$ cat src/rtl/uart_pkg.sv
// -----------------------------------------------------------------------------
// uart_pkg
//   Constants and types shared by the UART receiver and transmitter so that
//   both ends of the link stay matched.
//     DEFAULT_BAUD_DIV  : CLKIN cycles per bit (12 MHz / 103 ~= 115200 baud)
//     DEFAULT_DATA_BITS : payload bits per frame, LSB first
//     rx_state_t        : receiver FSM states
// -----------------------------------------------------------------------------
package uart_pkg;

    localparam int DEFAULT_BAUD_DIV  = 103;
    localparam int DEFAULT_DATA_BITS = 8;

    typedef enum logic [2:0] {
        RX_IDLE,
        RX_START,
        RX_DATA,
        RX_STOP,
        RX_BREAK
    } rx_state_t;

endpackage : uart_pkg

$ cat src/rtl/uart_bit_timer.sv
// -----------------------------------------------------------------------------
// uart_bit_timer
//   Mod-DIV bit timer with synchronous clear. tick is high while the count
//   equals the selected compare value: HALF-1 (mid-start search) when
//   sel_half is set, otherwise DIV-1 (one full bit period).
//   Ports:
//     clk      in   system clock
//     rst_n    in   asynchronous active-low reset
//     clear    in   synchronous clear, count returns to 0 on the next edge
//     sel_half in   1: compare at HALF-1, 0: compare at DIV-1
//     tick     out  terminal count reached (combinational from the count)
// -----------------------------------------------------------------------------
module uart_bit_timer #(
    parameter int DIV  = 103,
    parameter int HALF = 51
) (
    input  logic clk,
    input  logic rst_n,
    input  logic clear,
    input  logic sel_half,
    output logic tick
);

    localparam int           W         = $clog2(DIV);
    localparam logic [W-1:0] LAST      = W'(DIV - 1);
    localparam logic [W-1:0] HALF_LAST = W'(HALF - 1);

    logic [W-1:0] count;

    assign tick = (count == (sel_half ? HALF_LAST : LAST));

    // NOTE: state is written with <= so every flop samples the pre-edge values;
    // blocking assignments here would make the result depend on block order.
    always_ff @(posedge clk or negedge rst_n) begin
        if (!rst_n) begin
            count <= '0;
        end else if (clear || count == LAST) begin
            // Wrapping at DIV-1 keeps the count inside 0..DIV-1 even if clear
            // is never asserted.
            count <= '0;
        end else begin
            count <= count + W'(1);
        end
    end

endmodule : uart_bit_timer

$ cat src/rtl/uart_rx.sv
// -----------------------------------------------------------------------------
// uart_rx
//   8N1 serial receiver. RX is synchronized with two flops, the start edge
//   is confirmed at mid-start, and every following bit is sampled one bit
//   period later, i.e. at mid-bit. A good stop bit updates DATA and pulses
//   VALID; a low stop bit pulses FRAME_ERR and waits for the line to return
//   high before looking for another start bit.
//   Ports:
//     CLKIN      in   system clock (12 MHz)
//     RESETN     in   asynchronous active-low reset
//     RX         in   serial input, idle high, asynchronous to CLKIN
//     DATA       out  last good byte, held until the next good frame
//     VALID      out  one-cycle pulse, DATA is new on this cycle
//     FRAME_ERR  out  one-cycle pulse, stop bit sampled low
//     BUSY       out  high whenever the receiver is not idle
// -----------------------------------------------------------------------------
module uart_rx
    import uart_pkg::*;
#(
    parameter int BAUD_DIV  = DEFAULT_BAUD_DIV,
    parameter int HALF_DIV  = (BAUD_DIV - 1) / 2,
    parameter int DATA_BITS = DEFAULT_DATA_BITS
) (
    input  logic                 CLKIN,
    input  logic                 RESETN,
    input  logic                 RX,
    output logic [DATA_BITS-1:0] DATA,
    output logic                 VALID,
    output logic                 FRAME_ERR,
    output logic                 BUSY
);

    localparam int               IDX_W    = 4;
    localparam logic [IDX_W-1:0] LAST_IDX = IDX_W'(DATA_BITS - 1);

    rx_state_t            state;
    logic [1:0]           sync;
    logic                 rxs;
    logic [IDX_W-1:0]     bit_idx;
    logic [DATA_BITS-1:0] shreg;
    logic                 tick;
    logic                 timer_clear;
    logic                 sel_half;

    // Synchronizer flops reset to the idle level so releasing reset can
    // never look like a falling start edge.
    always_ff @(posedge CLKIN or negedge RESETN) begin
        if (!RESETN) begin
            sync <= 2'b11;
        end else begin
            sync <= {sync[0], RX};
        end
    end

    assign rxs = sync[1];

    // The timer is held at zero while idle or waiting out a break, so it
    // reads 0 on the first START cycle. Every tick also restarts it, which
    // gives each state change its "timer=0" without extra control.
    assign timer_clear = (state == RX_IDLE) || (state == RX_BREAK) || tick;
    assign sel_half    = (state == RX_START);

    uart_bit_timer #(
        .DIV  (BAUD_DIV),
        .HALF (HALF_DIV)
    ) u_bit_timer (
        .clk      (CLKIN),
        .rst_n    (RESETN),
        .clear    (timer_clear),
        .sel_half (sel_half),
        .tick     (tick)
    );

    // NOTE: the shift register and DATA are ordinary flops and are cleared
    // with everything else, so a reset mid-frame leaves no stale payload.
    always_ff @(posedge CLKIN or negedge RESETN) begin
        if (!RESETN) begin
            state     <= RX_IDLE;
            bit_idx   <= '0;
            shreg     <= '0;
            DATA      <= '0;
            VALID     <= 1'b0;
            FRAME_ERR <= 1'b0;
            BUSY      <= 1'b0;
        end else begin
            // Strobes default low so each lasts exactly one cycle.
            VALID     <= 1'b0;
            FRAME_ERR <= 1'b0;

            case (state)
                RX_IDLE: begin
                    if (!rxs) begin
                        state <= RX_START;
                        BUSY  <= 1'b1;
                    end
                end

                RX_START: begin
                    if (tick) begin
                        if (rxs) begin
                            // Line went back high before mid-start: a glitch.
                            state <= RX_IDLE;
                            BUSY  <= 1'b0;
                        end else begin
                            state   <= RX_DATA;
                            bit_idx <= '0;
                        end
                    end
                end

                RX_DATA: begin
                    if (tick) begin
                        // LSB arrives first, so shifting right leaves bit 0
                        // in position 0 after the last sample.
                        shreg <= {rxs, shreg[DATA_BITS-1:1]};
                        if (bit_idx == LAST_IDX) begin
                            state <= RX_STOP;
                        end else begin
                            bit_idx <= bit_idx + IDX_W'(1);
                        end
                    end
                end

                RX_STOP: begin
                    if (tick) begin
                        if (rxs) begin
                            // Leaving at mid-stop gives half a bit of margin
                            // for a start edge that follows with no idle gap.
                            DATA  <= shreg;
                            VALID <= 1'b1;
                            state <= RX_IDLE;
                            BUSY  <= 1'b0;
                        end else begin
                            FRAME_ERR <= 1'b1;
                            state     <= RX_BREAK;
                        end
                    end
                end

                RX_BREAK: begin
                    // A line held low must not retrigger; wait for idle.
                    if (rxs) begin
                        state <= RX_IDLE;
                        BUSY  <= 1'b0;
                    end
                end

                default: begin
                    state <= RX_IDLE;
                    BUSY  <= 1'b0;
                end
            endcase
        end
    end

endmodule : uart_rx
$ cat config.mk
export PLATFORM = sky130hd
export DESIGN_NAME = uart_rx
export DESIGN_NICKNAME = d
export VERILOG_FILES = /design/src/rtl/uart_pkg.sv /design/src/rtl/uart_bit_timer.sv /design/src/rtl/uart_rx.sv
export SDC_FILE = /design/constraint.sdc
export NUM_CORES = 1
export LEC_CHECK = 0
export BUFFER_PORTS_ARGS = -buffer_cell sky130_fd_sc_hd__buf_2
export CORE_ASPECT_RATIO = 0.7
export CORE_MARGIN = 4
export CORE_UTILIZATION = 40
export CTS_CLUSTER_SIZE = 28
export DETAILED_ROUTE_END_ITERATION = 10
export PLACE_DENSITY_LB_ADDON = 0.05
export RECOVER_POWER = 25
export SLEW_MARGIN = 20
export SYNTH_ARGS = -nofsm -noshare
export SYNTH_HDL_FRONTEND = slang
export SYNTH_SLANG_ARGS = --single-unit
$ cat constraint.sdc
create_clock -name CLKIN -period 4.48 [get_ports CLKIN]
set_clock_uncertainty 0.2 [all_clocks]
set_input_delay 0.672 -clock CLKIN [delete_from_list [all_inputs] [get_ports CLKIN]]
set_output_delay 0.672 -clock CLKIN [all_outputs]
set_load 0.1 [all_outputs]
; ---- Word-level counts from Yosys, hierarchy flattened
; Cells that the tools add are included.
[word_totals]
ff_bits = 35
input_bits = 3
out_inout_bits = 11
wordCells = 65
[classes]
add_sub_neg = 2
eq_ne = 16
n_mux = 26
n_bitwise = 1
n_reduce_logical = 11
[op_table]
columns = operator, count
row1 = two-way mux 3 bit, 7
row2 = two-way mux 4 bit, 4
row3 = != test 2 bit (second input constant), 8
row4 = one-hot mux 3 bit (5 select lines), 1
row5 = two-way mux 7 bit, 2
row6 = two-way mux 1 bit, 9
row7 = one-hot mux 4 bit (2 select lines), 1
row8 = adder 7 x 1 -> 7 bit (second input constant), 1
row9 = == test 7 bit, 1
row10 = == test 7 bit (second input constant), 1
row11 = == test 3 x 2 -> 1 bit (second input constant), 2
row12 = AND reduction 3 bit, 2
row13 = AND reduction 6 bit, 1
row14 = AND reduction 5 bit, 1
row15 = adder 4 x 1 -> 4 bit (second input constant), 1
row16 = == test 4 x 3 -> 1 bit (second input constant), 1
row17 = one-hot mux 1 bit (4 select lines), 1
row18 = == test 3 x 1 -> 1 bit (second input constant), 1
row19 = == test 3 bit (second input constant), 1
row20 = logical NOT 3 bit, 1
row21 = logical OR 1 bit, 3
row22 = two-way mux 2 bit, 1
row23 = != test 2 x 1 -> 1 bit (second input constant), 1
row24 = AND reduction 2 bit, 1
row25 = 3 further kinds, 3

; ---- Depth between registers and ports, before layout
; Gate-level depths: netlist (run 1).
[logic_depth]
depth_word = 6
ltp_mapped = 8
depth_no_buf = 6

; ---- Modules after synthesis
; From an unflattened synthesis (run 1), not the netlist that was laid out.
[hier_totals]
hier_cells = 142
hier_area_um2 = 1571.5
[modules_own_cells]
columns = mod, n_inst, cells_per_inst, area_each_um2, seq_area_each_um2
row1 = uart_rx, 1, 108, 1228.7, 703.2
row2 = uart_bit_timer, 1, 34, 342.8, 175.2

; ---- Worst setup path after synthesis (run 1)
; Ideal clock, no wire load.
[synth_timing]
kind = register to register
startpoint = reg u_bit_timer.count[0]
endpoint = reg DATA[0]
t_arrival_ps = 1823
t_required_ps = 4155
setup_slack_ps = 2331
path_stages_with_launch = 9
n_path_buf = 2
path_cell_list = dfrtp_1 inv_1 ha_1 and3b_1 buf_6 nand2_4 or4_4 buf_6 mux2_4
[synth_between]
elab_chain_cells = 2
[synth_lines]
columns = item, line
row1 = from (decl), uart_bit_timer.sv:28  ; logic [W-1:0] count;
row2 = from (signal assigned), uart_bit_timer.sv:42  ; count <= count + W'(1);
row3 = == test 7 bit, uart_bit_timer.sv:30  ; assign tick = (count == (sel_half ? HALF_LAST : LAST));
row4 = AND reduction 3 bit (no line), n/a
row5 = to (signal assigned), uart_rx.sv:129  ; DATA <= shreg;
row6 = to (decl), uart_rx.sv:27  ; output logic [DATA_BITS-1:0] DATA,
; No other way between the ends.
; A chain may end at the register's enable or synchronous reset.

; ---- Final worst setup path (run 1)
[layout_timing]
startpoint = reg u_bit_timer.count[0]
endpoint = reg DATA[4]
; Same word-level chain as after synthesis.

==> results.tsv, run 1 <==
metric	value	unit
remaining max-slew budget at the tightest pin	-0.208	
number of max-slew violations in the final report	36	
worst-path maximum fanout	9	
I/O Buffers	13	
Die Y-Extent	60.7	µm
fin crit period	2.31	ns
antenna violations before repair	0	
vias in the first global route	976	
total of endpoints with negative setup slack in the final report	0	
RSZ-0062 raised after global routing	no	
number of hold buffers added after cts	0	
arrival time of the worst setup path	2.28	ns
post-synthesis async set-or-reset flop share	1.00	
synth warn	0	
startpoint of the worst-slack reg-to-reg timing path	u_bit_timer.count[0]$_DFF_PN0_	
met3 demand-to-capacity share in global routing	0.0448	
router iterations before antenna repair	4	
TritonCTS Buffers	5	
post-CTS setup buffer count	0	
Fmax achieved	0.432	GHz
initial detailed-routing violation count	71	
total power per unit cell area	345	mW/mm²
most numerous cell types in the synthesized netlist	sky130_fd_sc_hd__dfrtp_1 (33), sky130_fd_sc_hd__nor2_1 (10), sky130_fd_sc_hd__mux2_2 (8), sky130_fd_sc_hd__mux2_4 (8)	
fraction of synthesized cell area taken by the top area cell type	0.521	
width of the die	83.3	µm
fin crit share	0.516	
violations in the final reports	max-capacitance violations, max-slew violations	
worst hold slack	0.156	ns
I/O pin count	14	
# clock sinks	35	
count of cells resized by post-cts repair	0	
smallest setup slack after layout	2.17	ns
Via Count	983	
most common cell in the synthesized netlist	sky130_fd_sc_hd__dfrtp_1	
overflow left after global routing	0	
average wire per standard cell	13.7	µm
worst-margin pin slew	1.81	ns
final routed wirelength across all metal layers	2.67	mm
setup tns final	0	ns
number of filler instances in the final layout	334	
clk_lat worst skew	0.28	ns
total half-perimeter wirelength after legalization and detailed placement	1.87	mm
CP Class	flip-flop to flip-flop	
nets in the synthesized netlist	134	
cell taking the most area after synthesis	sky130_fd_sc_hd__dfrtp_1	
leakage power figure	0.890	nW
met2 track utilization from global routing	0.170	
hold crit path type	flip-flop to flip-flop	
status	finished, violations left	
number of core rows	18	
Routed Antenna Nets	0	
ANT cells	0	
flip-flop cell with the highest count after synthesis	sky130_fd_sc_hd__dfrtp_1	
clock tree from TritonCTS	yes	
Total Die Area	0.00505	mm²
effective utilization at floorplan	0.432	
depth of the most critical reg-to-reg path	6	
number of library cell types mapped by synthesis	38	
clock transition at the registers of the reported paths	0.07	ns
origin of the worst setup path	u_bit_timer.count[0]$_DFF_PN0_	
sequential-to-total area share from yosys stat	0.554	
Worst setup EP type	flip-flop	
core region area	0.00367	mm²
count of H-tree levels built during CTS	2	
Post-Place Setup Slack	2.19	ns
post-detailed-route DRC marker count	0	
number of synthesized flops with an enable pin	0	
maximum buffer depth of the clock tree	2	
mean area per synthesized cell	12.4	µm²
Max-cap violations	1	
post-synthesis register bit count	35	
startpoint type of the worst setup path	flip-flop	
Top Usage Layer GRT	met2	
hold path startpoint	sync[0]$_DFF_PN1_	
average vias per placed instance	5.07	
worst r2r dst	DATA[4]$_DFFE_PN0P_	
Overall Global Routing Usage	0.119	
data required time of the worst path	4.44	ns
Max IR drop VDD	0.000204	V
Critical path destination	DATA[4]$_DFFE_PN0P_	
pin count of the biggest net entering global routing	36	
met1 capacity usage during global routing	0.162	
layout-stage area growth over the synthesis result	12.2	%
synth top area cells	sky130_fd_sc_hd__dfrtp_1 (52%), sky130_fd_sc_hd__mux2_4 (7.6%), sky130_fd_sc_hd__mux2_2 (5.7%), sky130_fd_sc_hd__dfstp_2 (3.3%), sky130_fd_sc_hd__buf_6 (2.8%)	
netlist area before placement	0.00159	mm²
number of nets in the layout	149	
global-route wire length before repair	4.50	mm
instance count of the mapped netlist	128	
share of cells above drive strength 1	0.306	
last weighted congestion value of the routability-driven placer	0.873	
Reg2Reg Setup Slack	2.17	ns
CTS root buf	sky130_fd_sc_hd__clkbuf_8	
Fin. Hold Viols	0	
metal layers:
metal / wire length, µm / vias to the layer above
li1: - / 472
met1: 1360 / 476
met2: 1100 / 28
met3: 164 / 7
met4: 38 / 0
met5: 0 / -
critical path, stage by stage, from the launching register on:
cell and delay (ns):
sky130_fd_sc_hd__dfrtp_1 0.41, sky130_fd_sc_hd__inv_1 0.07, sky130_fd_sc_hd__ha_1 0.16, sky130_fd_sc_hd__and3b_1 0.32, sky130_fd_sc_hd__nand2_4 0.10, sky130_fd_sc_hd__or4_4 0.61, sky130_fd_sc_hd__mux2_4 0.33
metrics by stage:
step	total power, mW	util	instance area, µm²	cells
after floorplan	0.325	-	1590	128
after global placement	0.332	0.453	1660	186
after detailed placement	0.332	0.453	1660	186
after CTS	0.622	0.485	1780	194
after global routing	0.636	0.485	1780	194
final	0.614	0.485	1780	194
worst min path at each step:
stage	to	slack [ns]	depth (start not counted)
after floorplan	sync[1]$_DFF_PN1_	0.15	0
after global placement	sync[1]$_DFF_PN1_	0.15	0
after detailed placement	sync[1]$_DFF_PN1_	0.15	0
after CTS	sync[1]$_DFF_PN1_	0.16	0
after global routing	sync[1]$_DFF_PN1_	0.17	0
final	sync[1]$_DFF_PN1_	0.16	0
placed cells by master (no fill, tap or decap), drive strengths merged, types with 2 or more instances in the layout:
| master | count |
|---|---|
| and3 | 2 |
| nor2 | 10 |
| mux2i | 2 |
| xnor2 | 3 |
| nand2 | 8 |
| o21ai | 5 |
| nand4 | 2 |
| a21oi | 4 |
| inv | 7 |
| ha | 3 |
| buf | 12 |
| xor2 | 2 |
| mux2 | 16 |
| and3b | 2 |
| nand3 | 5 |
| dfrtp | 33 |
| clkbuf | 7 |
| dfstp | 2 |
| a21boi | 2 |
| or3 | 2 |
| nor4b | 2 |
flip-flops by register name, summed over array words and instances (netlist names):
register	cells
u_bit_timer.count	7
state	3
BUSY	1
DATA	8
VALID	1
shreg	8
bit_idx	4
FRAME_ERR	1
sync	2
cells by family (layout without fill, tap and decap cells):
kind of cell	Yosys count	count (layout)	synth area share
simple gates	40	40	0.144
flops	35	35	0.554
mux	18	18	0.145
compound gates	15	15	0.0576
buf+inv	12	28	0.0481
xor+xnor	5	5	0.0276
fa+ha+maj	3	3	0.0237
power by group:
part	total, mW	internal, mW	leakage [nW]	switching [mW]
clock network	0.288	0.180	0.0612	0.108
registers	0.318	0.318	0.462	0.000798
logic	0.00716	0.000612	0.367	0.00655
total	0.614	0.498	0.890	0.116
final cells by class:
class	instances	area [µm²]	share of cell area
clock buffers	6	82.6	0.0464
repair buffers	13	63.8	0.0358
multi-input cells	81	632	0.355
clock inverters	2	35.0	0.0197
inverters	7	26.3	0.0148
well taps	50	62.6	0.0351
flip-flops and latches	35	878	0.493
No activity file was read; power rests on OpenSTA's default activity.
==> run 2: changes to the inputs <==
--- a/config.mk
+++ b/config.mk
@@ -5,6 +5,7 @@
 export SDC_FILE = /design/constraint.sdc
 export NUM_CORES = 1
 export LEC_CHECK = 0
+export ABC_AREA = 1
 export BUFFER_PORTS_ARGS = -buffer_cell sky130_fd_sc_hd__buf_2
 export CORE_ASPECT_RATIO = 0.7
 export CORE_MARGIN = 4
==> constraint.sdc (replaced) <==
create_clock -name CLKIN -period 2 [get_ports CLKIN]
set_clock_uncertainty 0.2 [all_clocks]
set_input_delay 0.3 -clock CLKIN [delete_from_list [all_inputs] [get_ports CLKIN]]
set_output_delay 0.3 -clock CLKIN [all_outputs]
set_load 0.1 [all_outputs]
==> run 2 against run 1 <==
The run now ends clean. Die area is 3.6% higher. Worst setup slack worse by 2.0 ns. First-iteration DRC count grew 4.2%.
==> results.tsv, run 2 <==
metric	value	unit	change
Non-Filler Instances	260		+34%
CP Class	flip-flop to flip-flop		
part of the power in the clock network	0.417		-0.053
global-route wire length before repair	5.60	mm	+25%
Total Die Area	0.00523	mm²	+3.6%
clk_lat worst skew	0.28	ns	about the same
last weighted congestion value of the routability-driven placer	0.765		-12%
Via Count	1195		+22%
Routed Antenna Nets	0		unchanged
commonest non-fill, non-tap cell in the layout	sky130_fd_sc_hd__nand2_1		
Max-cap violations	0		-1
I/O Buffers	13		unchanged
cell taking the most area after synthesis	sky130_fd_sc_hd__dfrtp_1		
crit path max-delay cell type	sky130_fd_sc_hd__dfrtp_1		
remaining max-slew budget at the tightest pin	0.425		+0.633
setup tns final	0	ns	unchanged
router iterations before antenna repair	5		+1
count of H-tree levels built during CTS	2		unchanged
fin crit period	1.83	ns	-0.481 ns
average vias per placed instance	4.60		-9.3%
width of the die	84.8	µm	+1.8%
critical path, cell by cell	inv_1 > ha_1 > nand2_1 > nor2_2 > nand3_4 > nor3_4 > buf_4 > nor2_1 > a21oi_1		
total of endpoints with negative setup slack in the final report	0		unchanged
post-detailed-route DRC marker count	0		unchanged
total power per unit cell area	671	mW/mm²	+95%
Cell Int Power	0.995	mW	+100%
Worst setup EP type	flip-flop		
synth top area cells	sky130_fd_sc_hd__dfrtp_1 (50%), sky130_fd_sc_hd__nand2_1 (9.6%), sky130_fd_sc_hd__inv_1 (4.5%), sky130_fd_sc_hd__nor2_1 (4.3%), sky130_fd_sc_hd__dfstp_2 (3.2%)		
placed standard-cell area	0.00177	mm²	+6.1%
Post-Place Setup Slack	0.162	ns	-2.03 ns
share of cells above drive strength 1	0.188		-0.118
I/O pin count	14		unchanged
netlist area before placement	0.00165	mm²	+4.0%
data required time of the worst path	2.01	ns	-2.43 ns
initial detailed-routing violation count	74		+4.2%
logic gate share of total power	0.020		+0.008
arrival time of the worst setup path	1.84	ns	-0.44 ns
CTS root buf	sky130_fd_sc_hd__clkbuf_8		
Die Y-Extent	61.7	µm	+1.7%
portion of total power attributed to sequential cells	0.564		+0.045
final design utilization	0.477		-0.00751
post-synthesis async set-or-reset flop share	1.00		unchanged
ANT cells	0		unchanged
fin crit share	0.916		+0.400
synth warn	0		unchanged
Reg2Reg Setup Slack	0.17	ns	-2.00 ns
antenna violations before repair	0		unchanged
vias in the first global route	1181		+21%
finished layout cell area	0.00188	mm²	+5.8%
worst-margin pin slew	0.863	ns	-0.949 ns
registers with the highest flip-flop counts	DATA x8, shreg x8, u_bit_timer.count x7		
pin count of the biggest net entering global routing	36		unchanged
# clock sinks	35		unchanged
Max IR drop VDD	0.000376	V	+85%
sequential-to-total area share from yosys stat	0.532		-0.0214
RSZ-0062 raised after global routing	no		
Fin. Hold Viols	0		unchanged
number of nets in the layout	213		+43%
instance count of the mapped netlist	185		+45%
status	finished, final reports clean		
worst-path maximum fanout	13		+4
number of max-slew violations in the final report	0		-100%
cell total after placement	249		+34%
startpoint type of the worst setup path	flip-flop		
core region area	0.00395	mm²	+7.5%
clock transition at the registers of the reported paths	0.07	ns	about the same
number of synthesized flops with an enable pin	0		unchanged
leakage power figure	0.891	nW	+0.16%
number of library cell types mapped by synthesis	31		-18%
clock tree from TritonCTS	yes		
number of core rows	19		+1
fraction of power spent switching nets	0.213		+0.0248
average wire per standard cell	12.0	µm	-12%
flip-flop cell with the highest count after synthesis	sky130_fd_sc_hd__dfrtp_1		
post-synthesis register bit count	35		unchanged
overflow left after global routing	0		unchanged
smallest setup slack after layout	0.167	ns	-2.00 ns
commonest non-fill, non-tap cells in the layout	sky130_fd_sc_hd__nand2_1 (42), sky130_fd_sc_hd__dfrtp_1 (33), sky130_fd_sc_hd__inv_1 (20), sky130_fd_sc_hd__nor2_1 (19), sky130_fd_sc_hd__buf_2 (12)		
effective utilization at floorplan	0.418		-0.0140
maximum buffer depth of the clock tree	2		unchanged
TritonCTS Buffers	5		unchanged
total half-perimeter wirelength after legalization and detailed placement	2.24	mm	+20%
switching component of the power	0.270	mW	+130%
hold crit path type	flip-flop to flip-flop		
nets in the synthesized netlist	191		+43%
layout-stage area growth over the synthesis result	14.2	%	
Fmax achieved	0.546	GHz	+26%
stage delay of the slowest cell on the critical path	0.41	ns	-0.20 ns
Overall Global Routing Usage	0.139		+0.0198
most common cell in the synthesized netlist	sky130_fd_sc_hd__nand2_1		
fraction of synthesized cell area taken by the top area cell type	0.500		-0.0201
final routed wirelength across all metal layers	3.13	mm	+17%
mean area per synthesized cell	8.92	µm²	-28%
most numerous cell types in the synthesized netlist	sky130_fd_sc_hd__nand2_1 (42), sky130_fd_sc_hd__dfrtp_1 (33), sky130_fd_sc_hd__inv_1 (20)		
## run 2: cell count changes after synthesis, sizes merged, moves of 3 or more
cell,previous run,this run
nand2,8,43
inv,7,24
mux2,16,0
o21ai,5,16
nor2,10,20
nand3,5,11
a21oi,4,9
xnor2,3,0
## run 2: cell type report
cell class	count	area [µm²]
multi-input cells	122	648
well taps	52	65.1
flip-flops and latches	35	878
inverters	25	93.8
clock inverters	1	5.00
repair buffers	18	108
clock buffers	7	86.3
fillers	401	2060
## run 2: worst paths after layout
| path | from | end | depth (start not counted) |
|---|---|---|---|
| worst max-delay path | u_bit_timer.count[0]$_DFF_PN0_ | DATA[2]$_DFFE_PN0P_ | 9 |
| worst min-delay path | sync[0]$_DFF_PN1_ | sync[1]$_DFF_PN1_ | 0 |
| worst max register to register | u_bit_timer.count[0]$_DFF_PN0_ | DATA[2]$_DFFE_PN0P_ | 9 |
| worst min register to register | sync[0]$_DFF_PN1_ | sync[1]$_DFF_PN1_ | 0 |
| max in group asynchronous | RESETN | bit_idx[2]$_DFFE_PN0P_ | 2 |
| min in group asynchronous | RESETN | BUSY$_DFFE_PN0P_ | 2 |
## run 2: repair_timing
action                                  4_1_cts  5_1_grt
gates resized for setup                       0        3
setup buffers                                 0        1
endpoints found under the setup margin        0        4
hold endpoints to repair                     34        0
hold buffers                                  2        0
## run 2: worst max-delay path, delay by kind of cell, from the launching register on
family,cells,cell delay (ns)
flops,1,0.41
fa+ha+maj,1,0.13
compound gates,1,0.12
buf+inv,2,0.28
simple gates,5,0.60
## run 2: per-stage QoR
step,hold WS [ns],total power [mW]
final,0.157,1.26
after global placement,0.149,0.749
after detailed placement,0.149,0.750
after global routing,0.166,1.32
after CTS,0.159,1.28
after floorplan,-0.196,0.731
## run 2: layer usage
| layer | vias to the layer above | GRT usage | share of wire |
|---|---|---|---|
| met2 | 16 | 0.205 | 0.39 |
| met1 | 535 | 0.192 | 0.55 |
| li1 | 639 | - | - |
| met4 | 0 | 0.0609 | 0.013 |
| met5 | - | 0 | 0 |
| met3 | 5 | 0.0422 | 0.045 |
## run 2: kinds of logic (layout without fill, tap and decap cells)
group / count (synthesis) / after routing / share of synthesized area
compound gates: 31 / 31 / 0.111
xor+xnor: 4 / 4 / 0.0212
fa+ha+maj: 3 / 3 / 0.0227
buf+inv: 28 / 51 / 0.0751
flops: 35 / 35 / 0.532
simple gates: 84 / 84 / 0.238
## run 2: power by group through the flow
| stage | sequential (mW) | clock (mW) | combinational [mW] |
|---|---|---|---|
| 6_report | 0.713 | 0.527 | 0.0247 |
| 3_5_place_dp | 0.726 | 0 | 0.0233 |
| 2_1_floorplan | 0.726 | 0 | 0.00540 |
| 5_1_grt | 0.713 | 0.580 | 0.0293 |
| 3_3_place_gp | 0.726 | 0 | 0.0224 |
| 4_1_cts | 0.713 | 0.546 | 0.0259 |
